===== config.mk =====
export PLATFORM = sky130hd
export DESIGN_NAME = diff_apply
export DESIGN_NICKNAME = d
export VERILOG_FILES = /design/src/rtl/diff_apply.sv
export SDC_FILE = /design/constraint.sdc
export NUM_CORES = 1
export LEC_CHECK = 0
export BUFFER_PORTS_ARGS = -buffer_cell sky130_fd_sc_hd__buf_2
export CAP_MARGIN = 10
export CORE_MARGIN = 8
export CORE_UTILIZATION = 39
export CTS_CLUSTER_DIAMETER = 150
export DETAILED_ROUTE_END_ITERATION = 7
export GPL_ROUTABILITY_DRIVEN = 0
export GPL_TIMING_DRIVEN = 0
export PLACE_DENSITY_LB_ADDON = 0.12
export SKIP_LAST_GASP = 1
export SLEW_MARGIN = 20
export SYNTH_ARGS = -nofsm -noshare
export SYNTH_HDL_FRONTEND = slang
export SYNTH_SLANG_ARGS = --single-unit

===== constraint.sdc =====
create_clock -name clk -period 4 [get_ports clk]
set_input_delay 0.2 -clock clk [delete_from_list [all_inputs] [get_ports clk]]
set_output_delay 0.2 -clock clk [all_outputs]
set_load 0.005 [all_outputs]

===== src/rtl/diff_apply.sv =====
// Rebuilds a data word from a base word plus an ascending list of bit positions to flip.
// Each list produces one result, with flip count and error flag, through a valid/ready handshake.
module diff_apply #(
    parameter int WIDTH = 32,
    parameter int IDXW  = 5
) (
    input  logic              clk,
    input  logic              rst,
    input  logic [WIDTH-1:0]  base_in,
    input  logic              base_equal,
    input  logic              base_valid,
    output logic              base_ready,
    input  logic [IDXW-1:0]   idx_in,
    input  logic              idx_last,
    input  logic              idx_valid,
    output logic              idx_ready,
    output logic [WIDTH-1:0]  out_word,
    output logic              out_equal,
    output logic [IDXW:0]     out_nflips,
    output logic              out_err,
    output logic              out_valid,
    input  logic              out_ready
);

    typedef enum logic [1:0] {IDLE, COLLECT, DONE} state_t;

    localparam logic [IDXW:0] WIDTH_W = (IDXW+1)'(WIDTH);

    state_t            state_q, state_d;
    logic              armed_q;
    logic [WIDTH-1:0]  work_q;
    logic [IDXW:0]     count_q;
    logic              err_q;
    logic              equal_q;
    logic              have_prev_q;
    logic [IDXW-1:0]   prev_q;

    logic base_fire, idx_fire, out_fire, idx_oor, idx_order_bad;

    // The armed flag holds base_ready low until the first edge after reset.
    assign base_ready = (state_q == IDLE) && armed_q;
    assign idx_ready  = (state_q == COLLECT);
    assign out_valid  = (state_q == DONE);

    assign base_fire     = base_valid && base_ready;
    assign idx_fire      = idx_valid && idx_ready;
    assign out_fire      = out_valid && out_ready;
    assign idx_oor       = {1'b0, idx_in} >= WIDTH_W;
    assign idx_order_bad = have_prev_q && (idx_in <= prev_q);

    assign out_word   = work_q;
    assign out_equal  = equal_q;
    assign out_nflips = count_q;
    assign out_err    = err_q;

    always_ff @(posedge clk or posedge rst) begin
        if (rst) begin
            state_q <= IDLE;
            armed_q <= 1'b0;
        end else begin
            state_q <= state_d;
            armed_q <= 1'b1;
        end
    end

    always_comb begin
        state_d = state_q;
        case (state_q)
            IDLE:    if (base_fire) state_d = base_equal ? DONE : COLLECT;
            COLLECT: if (idx_fire && idx_last) state_d = DONE;
            DONE:    if (out_fire) state_d = IDLE;
            default: state_d = IDLE;
        endcase
    end

    // NOTE: non-blocking assignments keep every register sampling pre-edge values.
    always_ff @(posedge clk or posedge rst) begin
        if (rst) begin
            work_q      <= '0;
            count_q     <= '0;
            err_q       <= 1'b0;
            equal_q     <= 1'b0;
            have_prev_q <= 1'b0;
            prev_q      <= '0;
        end else if (base_fire) begin
            work_q      <= base_in;
            count_q     <= '0;
            err_q       <= 1'b0;
            equal_q     <= base_equal;
            have_prev_q <= 1'b0;
            prev_q      <= '0;
        end else if (idx_fire) begin
            if (!idx_oor) work_q[idx_in] <= ~work_q[idx_in];
            if (count_q != WIDTH_W) count_q <= count_q + 1'b1;
            if (idx_oor || idx_order_bad) err_q <= 1'b1;
            have_prev_q <= 1'b1;
            prev_q      <= idx_in;
        end
    end

endmodule


==> impl_metrics.tcl <==
set metrics [dict create \
    n_antenna_cell 0 \
    power.leakage_nw 1.621 \
    routed_wl_mm 8.892 \
    cts_tree "built" \
    ir_drop_uv 253.6 \
    fin_crit_ns 2.009 \
    period_share 0.5023 \
    die_x_um 100.5 \
    rrSetupSlack_ns 1.99 \
    whs_ns 0.08469 \
    finalSetupViolCount 0 \
    tightest_slew_ns 0.6670 \
    drive_gt1_frac 0.3047 \
    ctsResizeCount 0 \
    cts_sinks 49 \
    finalHoldViolations 0 \
    grt-ovfl-total 0 \
    synth_seq_area_share 0.4406 \
    antenna_found_initial 0 \
    synth_top_cell_by_area "dfrtp_1" \
    regToRegEndpoint "out_word[7]" \
    grt_pass1_vias 2773 \
    ys_ff_latch 49 \
    crit_path_end "out_word[7]" \
    dr.pass1.iters 4 \
    final.setup_skew_ns 0.005638 \
    num-fill-cells 686 \
    grt_max_degree 31 \
    syn_nets 340 \
    ys_async_sr_fraction 1.000 \
    ys_top_cells_by_area "dfrtp_1 (44%), o211ai_1 (11%), nand2_1 (6.3%), ha_1 (3.1%), mux2i_1 (2.9%)" \
    status "finished, final reports clean" \
    setup_tns_ns 0 \
    rsz0062_at_grt "false" \
    r2r.worst_path.cells 6 \
    numCtsBuffers 5 \
    yosysWarnings 0 \
    drv_cap 0 \
    clockBufferDepth 2 \
    relSlewSlack 0.5438 \
    fmax_mhz 497.7 \
    path_class "reg -> reg" \
    drc 0 \
    wl_per_cell_um 18.53 \
    critPathArrivalTime_ns 2.26 \
    startpoint "state_q[1]" \
    grt_pass1_wl_mm 14.33 \
    ios 87 \
    final_common_cell "buf_2" \
    start_util 0.4051 \
    final_antenna_net_count 0 \
    worstHoldStart "base_in[5]" \
    syn_area_um2 2783 \
    root_buffer "clkbuf_8" \
    drtIter0Drc 141 \
    yosysTopAreaCellShare 0.4406 \
    portBuffers 85 \
    via_count 2690 \
    clkTransAtPathRegs_ns 0.09 \
    synth-edff-count 0 \
    crit_path_start_kind "flop" \
    syn_inst 289 \
    power_density_nw_per_um2 527.7 \
    finalPower_mw 1.826 \
    hold_class "in -> reg" \
    synth_area_per_cell_um2 9.629 \
    dieArea_um2 10090 \
    clock_latency_ns 0.31 \
    layout.nets 434 \
    die_h_um 100.5 \
    cp-end-kind "flop" \
    std_cell_rows 30 \
    yosysUniqueCellTypes 46 \
    core_area_um2 6869 \
    final_cell_mix "buf_2 (94), dfrtp_1 (49), nand2_1 (47)" \
    r2r-start "state_q[1]" \
    worstPathRequired_ns 4.25 \
    setup_slack_ns 1.991 \
    hpwl_mm 6.641 \
    h-tree-depth 2 \
    drv_slew 0 \
    grtUsageTotal 0.1799 \
    area_delta_synth_final_pct 24.33 \
    dp_slack_ns 2.008 \
    synthFlopType "dfrtp_1" \
    vias_per_cell 5.604 \
    critPathMaxFanout 10 \
]
cell usage after synthesis, types with 3 or more instances:
cell        n
a211oi_1    3
o211ai_1   42
ha_1        7
a21oi_1     6
a32oi_1     3
o211a_1     4
nand3_1     8
a22oi_1     8
dfrtp_1    49
nor2_1     12
o21ai_0     5
a2111oi_0   3
mux2_2      3
nand2_1    47
a221o_1     4
inv_1      10
nand4_1     3
mux2i_1     8
or3_1       4
buf_2       9
nor2b_1     4
clkbuf_1   10
o31ai_1     5
state kept, by name, indices dropped and copies added, names as in the netlist:
register and count:
out_word 32, out_nflips 6, prev_q 5, state_q 2, armed_q 1, have_prev_q 1, out_equal 1, out_err 1
per-stage QoR:
step | instances | cell area [um^2] | util
after CTS | 480 | 3460 | 0.5036
after floorplan | 289 | 2783 | -
after global routing | 480 | 3460 | 0.5036
final | 480 | 3460 | 0.5036
after global placement | 470 | 3328 | 0.4845
after detailed placement | 471 | 3348 | 0.4874
layout make-up:
type,instances,area (um^2),area share
clock buffer,7,96.34,0.02785
multi-input combinational,207,1399,0.4043
tap,96,120.1,0.03472
clock inverter,1,5.005,0.001447
sequential,49,1226,0.3544
buffer,23,120.1,0.03472
timing repair buffer,87,455.4,0.1316
inverter,10,37.54,0.01085
per-layer routing:
metal	vias to the layer above	part of all wire	global-route usage
li1	1269	-	-
met1	1321	0.46	0.2305
met2	93	0.48	0.3005
met3	7	0.061	0.04144
met4	0	0.0069	0.03721
met5	-	0	0
cells by family after synthesis:
kind of cell,synth area share
xor gates and xnor gates,0.009444
muxes,0.05710
DFF,0.4406
adders and majority gates,0.03147
buffers and inverters,0.05665
and+or+nand+nor,0.1673
AOI/OAI and AO/OA,0.2361
other,0.001348
report_power, final:
part           switching (mW)  internal (mW)  total [mW]
Clock                   0.179          0.157       0.336
Sequential              0.137          0.670       0.807
Combinational           0.336          0.346       0.683
Total                   0.652           1.17        1.83
how the worst min path moves through the flow:
stage / slack, ns / end / cells past startpoint
detailed placement: 0.25 / out_nflips[1] / 2
global placement: 0.41 / out_word[5] / 3
finish: 0.08 / out_word[5] / 3
floorplan: 0.31 / out_equal / 2
global route: 0.1 / out_word[27] / 3
CTS: 0.08 / out_word[7] / 3
repair_timing:
action	in CTS	in global routing
hold buffers	1	0
endpoints found under the hold margin	19	0
buffers inserted	0	0
critical path, cell delays in order (launching register included):
cell and delay [ns]:
dfrtp_1 0.38, buf_6 0.13, and3b_1 0.19, buf_2 0.18, nand3_1 0.46, or3_1 0.52, nand3_1 0.08
(Power assumes the default switching activity.)
